**src/rtl/if_fetch_stage.sv**
```systemverilog
// Instruction-fetch stage and IF/ID pipeline register: owns the PC, drives the imem handshake,
// holds on hazard stalls and squashes IF/ID on ID-stage redirects (zero-wait imem gives 1 instr/cycle).
module if_fetch_stage #(
    parameter int              ADDR_W   = 32,
    parameter int              INSTR_W  = 32,
    parameter logic [ADDR_W-1:0] RESET_PC = '0
) (
    input  logic               clk_i,
    input  logic               rst_i,
    input  logic               stall_i,
    input  logic               redirect_i,
    input  logic [ADDR_W-1:0]  redirect_pc_i,
    output logic               imem_req_o,
    output logic [ADDR_W-1:0]  imem_addr_o,
    input  logic               imem_ready_i,
    input  logic [INSTR_W-1:0] imem_rdata_i,
    output logic               ifid_valid_o,
    output logic [ADDR_W-1:0]  ifid_pc_o,
    output logic [ADDR_W-1:0]  ifid_pc4_o,
    output logic [INSTR_W-1:0] ifid_instr_o
);

    localparam logic [1:0] ST_FETCH = 2'd0;
    localparam logic [1:0] ST_HELD  = 2'd1;
    localparam logic [1:0] ST_DRAIN = 2'd2;

    logic [1:0]         state_q, state_d;
    logic [ADDR_W-1:0]  pc_q, pc_d;
    logic [ADDR_W-1:0]  tgt_q, tgt_d;
    logic [INSTR_W-1:0] buf_q, buf_d;
    logic               vld_q, vld_d;
    logic [ADDR_W-1:0]  ipc_q, ipc_d;
    logic [ADDR_W-1:0]  ipc4_q, ipc4_d;
    logic [INSTR_W-1:0] instr_q, instr_d;

    logic [ADDR_W-1:0]  target;
    logic [ADDR_W-1:0]  pc_plus4;

    assign target   = redirect_pc_i & ~ADDR_W'(3);
    assign pc_plus4 = pc_q + ADDR_W'(4);

    assign imem_req_o   = (state_q != ST_HELD);
    assign imem_addr_o  = pc_q;
    assign ifid_valid_o = vld_q;
    assign ifid_pc_o    = ipc_q;
    assign ifid_pc4_o   = ipc4_q;
    assign ifid_instr_o = instr_q;

    always_comb begin
        state_d = state_q;
        pc_d    = pc_q;
        tgt_d   = tgt_q;
        buf_d   = buf_q;
        vld_d   = vld_q;
        ipc_d   = ipc_q;
        ipc4_d  = ipc4_q;
        instr_d = instr_q;

        // Redirect always squashes; otherwise an unstalled cycle without new data bubbles.
        if (redirect_i || (!stall_i && state_q != ST_HELD && !(state_q == ST_FETCH && imem_ready_i))) begin
            vld_d   = 1'b0;
            ipc_d   = '0;
            ipc4_d  = '0;
            instr_d = '0;
        end

        case (state_q)
            ST_FETCH: begin
                if (imem_ready_i) begin
                    if (redirect_i) begin
                        pc_d = target;
                    end else if (!stall_i) begin
                        vld_d   = 1'b1;
                        ipc_d   = pc_q;
                        ipc4_d  = pc_plus4;
                        instr_d = imem_rdata_i;
                        pc_d    = pc_plus4;
                    end else begin
                        buf_d   = imem_rdata_i;
                        state_d = ST_HELD;
                    end
                end else if (redirect_i) begin
                    tgt_d   = target;
                    state_d = ST_DRAIN;
                end
            end
            ST_HELD: begin
                if (redirect_i) begin
                    buf_d   = '0;
                    pc_d    = target;
                    state_d = ST_FETCH;
                end else if (!stall_i) begin
                    vld_d   = 1'b1;
                    ipc_d   = pc_q;
                    ipc4_d  = pc_plus4;
                    instr_d = buf_q;
                    pc_d    = pc_plus4;
                    state_d = ST_FETCH;
                end
            end
            ST_DRAIN: begin
                // The outstanding request must complete at the old PC before retargeting.
                if (redirect_i) begin
                    tgt_d = target;
                end
                if (imem_ready_i) begin
                    pc_d    = redirect_i ? target : tgt_q;
                    state_d = ST_FETCH;
                end
            end
            default: state_d = ST_FETCH;
        endcase
    end

    always_ff @(posedge clk_i) begin
        if (rst_i) begin
            state_q <= ST_FETCH;
            pc_q    <= RESET_PC;
            tgt_q   <= '0;
            buf_q   <= '0;
            vld_q   <= 1'b0;
            ipc_q   <= '0;
            ipc4_q  <= '0;
            instr_q <= '0;
        end else begin
            state_q <= state_d;
            pc_q    <= pc_d;
            tgt_q   <= tgt_d;
            buf_q   <= buf_d;
            vld_q   <= vld_d;
            ipc_q   <= ipc_d;
            ipc4_q  <= ipc4_d;
            instr_q <= instr_d;
        end
    end

endmodule

```
**config.mk**
```make
export PLATFORM = sky130hd
export DESIGN_NAME = if_fetch_stage
export DESIGN_NICKNAME = d
export VERILOG_FILES = /design/src/rtl/if_fetch_stage.sv
export SDC_FILE = /design/constraint.sdc
export NUM_CORES = 1
export LEC_CHECK = 0
export ABC_AREA = 1
export CORE_MARGIN = 2
export CORE_UTILIZATION = 46
export CTS_CLUSTER_SIZE = 8
export DETAILED_ROUTE_END_ITERATION = 6
export PLACE_DENSITY = 0.74
export SLEW_MARGIN = 40
export SYNTH_ARGS = -nofsm -noshare
export SYNTH_HDL_FRONTEND = slang
export SYNTH_SLANG_ARGS = --single-unit
```
**constraint.sdc**
```tcl
create_clock -name clk_i -period 1.6 [get_ports clk_i]
set_clock_uncertainty 0.2 [all_clocks]
set_input_delay 0.4 -clock clk_i [delete_from_list [all_inputs] [get_ports clk_i]]
set_output_delay 0.4 -clock clk_i [all_outputs]
set_load 0.01 [all_outputs]
```
Word-level counts from Yosys, hierarchy flattened
Cells that the tools add are included.

word-level totals
  register bits after elaboration = 195
  input bits = 69
  output and inout port bits = 130
  logic and storage cells = 79

cells by class
  muxes and demuxes = 43
  eq/ne operators = 13
  $add $sub $neg = 1
  reduce and logical (&&, ||, !) cells = 14

operators with widths
  cell                                                                     count
  32-bit two-way mux                                                       24
  32-bit one-hot mux with 2 select lines                                   5
  32-bit one-hot mux with 3 select lines                                   1
  32-bit by 3-bit adder with 32-bit output, second input constant          1
  2-bit two-way mux                                                        7
  2-bit inequality test, second input constant                             6
  3-bit inequality test, second input constant                             4
  5-bit AND reduction                                                      2
  2-bit one-hot mux with 3 select lines                                    1
  1-bit two-way mux                                                        4
  2-bit nonzero test                                                       2
  1-bit logical AND                                                        3
  3-bit AND reduction                                                      1
  3-bit nonzero test                                                       1
  2-bit by 1-bit equality test with 1-bit output, second input constant    1
  2-bit equality test, second input constant                               1
  1-bit logical NOT                                                        2
  2-bit logical NOT                                                        1
  2-bit by 1-bit inequality test with 1-bit output, second input constant  1
  1-bit one-hot mux with 2 select lines                                    1
  2-bit AND reduction                                                      1
  1-bit logical OR                                                         1

Longest topological paths before layout
  word-level depth = 10
  depth in mapped cells = 12
  depth with buffers taken out = 11

Least setup slack after synthesis
OpenSTA, ideal clock, no wires.

  path kind = register to register
  start = reg pc_q[2] (netlist: imem_addr_o[2])
  end = reg ipc4_q[20] (netlist: ifid_pc4_o[20])
  setup time = 140 ps
  clock period less this slack = 1816 ps
  cell stages (with the launch flop) = 9
  path slack = -216 ps
  path buffers = 0
  required time = 1260 ps
  data arrival time = 1476 ps
  cells stage by stage = dfxtp_1 > ha_1 > nand3_1 > nor2_1 > nand2_1 > o21ai_0 > nand2_1 > nand2_1 > a21oi_1

between the ends
  word-level cells in the longest chain between the ends = 5

ends and longest elaborated chain
  element                                       line    RTL
  start, declared                               28      logic [ADDR_W-1:0] pc_q, pc_d;
  start signal, assigned                        127     pc_q <= pc_d;
  32-bit by 3-bit adder with 32-bit output (*)  40      assign pc_plus4 = pc_q + ADDR_W'(4);
  32-bit two-way mux (*)                        72, 92
  32-bit two-way mux (*)                        88      if (redirect_i) begin
  32-bit two-way mux                            69      if (imem_ready_i) begin
  32-bit one-hot mux with 2 select lines (*)    67      case (state_q)
  end signal, assigned                          132     ipc4_q <= ipc4_d;
  end, declared                                 33      logic [ADDR_W-1:0] ipc4_q, ipc4_d;

Mark *: on every way between the ends. The rest lies on a longest branch, timed or not.
A chain may end at the register's enable or synchronous reset.

Worst setup path in the final report
  start = reg pc_q[14] (netlist: imem_addr_o[14])
  end = reg pc_q[30] (netlist: imem_addr_o[30])

between the ends
  word-level cells in the longest chain between the ends = 5

ends and longest elaborated chain
  element                                       line
  32-bit by 3-bit adder with 32-bit output (*)  40
  32-bit two-way mux (*)                        72, 92
  32-bit two-way mux (*)                        88
  32-bit two-way mux                            69
  32-bit one-hot mux with 3 select lines (*)    67

Mark *: on every way between the ends. The rest lies on a longest branch, timed or not. The select of a mux whose other input is x is not followed.

==> Flow_metrics.wiki <==
{| class="wikitable"
! Metric !! Value
|-
| Result of the run || finished with violations
|-
| Failing checks || design-rule violations, negative setup slack
|-
| Placed Area || 0.0119 mm²
|-
| Initial Utilization || 47.0%
|-
| Starting DRT DRC Count || 1360
|-
| Crit path launch type || flip-flop
|-
| Core footprint || 0.0188 mm²
|-
| Count of flip-flops with a built-in enable after synthesis || 0
|-
| Highest achievable clock rate || 0.515 GHz
|-
| Antenna violations before repair || 0
|-
| Area delta synth->final || 70.5%
|-
| Cells after synthesis || 1246
|-
| Routed WL per cell || 22.6 µm
|-
| Worst slew margin relative to its limit || 73.7%
|-
| Ys async rst share || 0%
|-
| Number of DRC violations after detailed routing || 1
|-
| Post-layout minimum cycle time || 1940 ps
|-
| Die H || 142 µm
|-
| Number of unique standard cell types used by synthesis || 38
|-
| Peak VDD IR || 0.939 mV
|-
| Max_cap viols || 0
|-
| Post-route worst setup slack || -343 ps
|-
| Non-Filler Instances || 1840
|-
| Standard-cell row count || 50
|-
| Clock latency reported for the late side of the worst-skew pair || 460 ps
|-
| Non-Filler Cell Area, Final || 0.0150 mm²
|-
| Power Dens Cells || 874 mW/mm²
|-
| Estimated wirelength of the detail-placed design || 19300 µm
|-
| Portion of synthesized cell area occupied by the leading cell type || 44.3%
|-
| Number of buffers between clock root and the deepest sink || 2
|-
| Switch Pwr || 4.00 mW
|-
| CTS tree || built
|-
| Average footprint of a synthesized cell || 7.08 µm²
|-
| Cell chosen for the clock root || clkbuf_16
|-
| Sink Count || 195
|-
| Total wire length || 41600 µm
|-
| CP required || 1780 ps
|-
| Total die area || 0.0203 mm²
|-
| Grt total ovfl || 0
|-
| Number of synthesized register bits || 195
|-
| Placed cell count || 1724
|-
| Number of buffers inserted during clock tree synthesis || 17
|-
| Via Count || 11400
|-
| Via density per instance || 6.22
|-
| Unrepaired setup endpoints after global routing || true
|-
| Global routing usage summed across all routing layers || 32.9%
|-
| Final hold violations || 0
|-
| Antenna violation net count after detailed routing || 0
|-
| Area contributors post-synth || dfxtp_1, nand2_1, a21oi_1, nor2_1, nand3_1
|-
| Wire length of the first global-routing pass || 52400 µm
|-
| Vias in the first global route || 9973
|-
| Measured slew at the worst slew-check pin || 390 ps
|-
| Largest fanout on the critical path || 6
|-
| Summed instance area of the synthesized netlist || 0.00882 mm²
|-
| Largest net degree at the start of global routing || 66
|-
| Library cell with the highest instance count after synthesis || nand2_1
|-
| Final number of max-transition violations || 0
|-
| Yosys warns || 0
|-
| Classification of the worst-slack hold path || in2reg
|-
| Hold buffers post-CTS || 0
|-
| Number of optimization iterations in the first detailed-route pass || 7
|-
| Cell internal pwr || 9.14 mW
|-
| Fraction of layout cells with a size suffix above 1 || 48.3%
|-
| Number of primary I/O pins || 199
|-
| Antenna cell count || 0
|-
| Setup Crit Path Kind || reg2reg
|-
| Most instantiated flip-flop cell in the synthesis netlist || dfxtp_1
|-
| Clock transition at the registers of the reported paths || 80 ps
|-
| Sequential element share of the synthesized area || 44.3%
|-
| Gp weighted congestion || 0.917
|-
| Worst-case setup slack after placement || -668 ps
|-
| Final total power || 13.1 mW
|-
| Leakage power figure || 5.91 nW
|-
| Power share of the sequential group || 40.1%
|-
| Total Nets Final || 1663
|-
| Endpoint type of the worst setup path || flip-flop
|-
| CTS HTree Levels || 4
|-
| Number of buffers added on ports || 196
|-
| Number of setup violations in the final report || 201
|-
| Width of the die || 142 µm
|-
| Most used standard cells in the synthesized netlist || nand2_1, dfxtp_1, nor2_1
|-
| Dominant cell type by area after synthesis || dfxtp_1
|-
| Worst EP arrival || 2120 ps
|-
| Switching part of the total power || 30.5%
|-
| Relative contribution of the clock network to total power || 36.5%
|-
| Logic gate share of total power || 23.4%
|-
| Tcrit/Tclk final || 121%
|-
| Net Count, Synth || 1316
|}
## logic make-up after synthesis
logic type      after synthesis  synth area share (%)
simple gates                572                  27.0
compound gates              292                  19.2
flops                       195                  44.3
buf+inv                     179                  8.74
xor+xnor                      7                 0.695
fa+ha+maj                     1                 0.142
## state kept, by name, indices dropped and copies added, names as in the netlist
register / flops
buf_q: 32
ifid_instr_o: 32
ifid_pc4_o: 32
ifid_pc_o: 32
ifid_valid_o: 1
imem_addr_o: 32
state_q: 2
tgt_q: 32
## placed cells by master, fill, tap and decap left out, drive strengths merged, types with 2 or more instances in the layout
master / netlist / routed
a211oi: 2 / 2
a22o: 30 / 30
dfxtp: 195 / 195
o21bai: 3 / 3
xnor2: 2 / 2
nand3: 104 / 104
clkbuf: 41 / 22
nor2: 145 / 145
inv: 101 / 108
a21oi: 139 / 139
o21ai: 70 / 70
buf: 35 / 289
xor2: 5 / 5
o22ai: 26 / 26
or2: 8 / 8
nor3: 2 / 2
clkdlybuf4s15: 0 / 44
nand3b: 2 / 2
clkdlybuf4s50: 0 / 62
a22oi: 19 / 19
nand4: 4 / 4
bufinv: 0 / 4
dlygate4sd2: 0 / 3
clkinv: 2 / 5
o211ai: 2 / 2
nand2: 306 / 306
## worst paths after layout
path	slack (ps)	to	cells past startpoint	start
setup / recovery	-340	imem_addr_o[30]	8	imem_addr_o[14]
hold / removal	240	ifid_pc_o[6]	3	rst_i
setup reg to reg	-340	imem_addr_o[30]	8	imem_addr_o[14]
hold reg to reg	250	ifid_pc_o[0]	2	ifid_pc_o[0]
## critical path, cell delays in order (launching register included)
cell     delay (ps)
dfxtp_4         420
nand2_2         180
nor2_4          210
nand2_1         120
nor2_2          190
nand2_1         100
nand2_2          80
nand3_1         120
a21oi_2         220
## layout make-up
cell class	count	area [µm²]
Multi-Input combinational cell	872	5590
Sequential cell	195	4070
Timing Repair Buffer	404	4020
Fill cell	1048	3730
Clock buffer	17	425
Inverter	103	418
Tap cell	234	293
Clock inverter	15	216
## power groups by stage
stage / logic, mW / registers, mW / clock network, mW
finish: 3.07 / 5.27 / 4.80
detailed placement: 1.91 / 5.34 / 0
floorplan: 0.876 / 5.36 / 0
global route: 3.17 / 5.27 / 4.97
global placement: 1.89 / 5.34 / 0
CTS: 2.45 / 5.22 / 4.73
## metrics by stage
| stage | utilization [%] | setup TNS, ps | hold slack, ps |
|---|---|---|---|
| detailed placement | 63.3 | -102470 | 241 |
| finish | 80.1 | -26600 | 244 |
| floorplan | - | -23.1 | 225 |
| CTS | 73.6 | -11460 | 228 |
| global route | 80.1 | -38070 | 255 |
| global placement | 63.3 | -94170 | 235 |
## metal layers
layer / wire length [µm] / GRT usage, % / up-vias
li1: - / - / 4822
met1: 14900 / 42.3 / 5308
met2: 18700 / 52.2 / 1002
met3: 4710 / 6.80 / 312
met4: 3280 / 16.9 / 0
met5: 0 / 0 / -
## repair_timing
item / 4_1_cts / 5_1_grt
resized for setup: 816 / 269
cloned: 16 / 7
setup buffers: 48 / 27
endpoints found under the setup margin: 309 / 246
pin swaps: 40 / 71
Note: power is estimated with default switching activity, not from simulation.
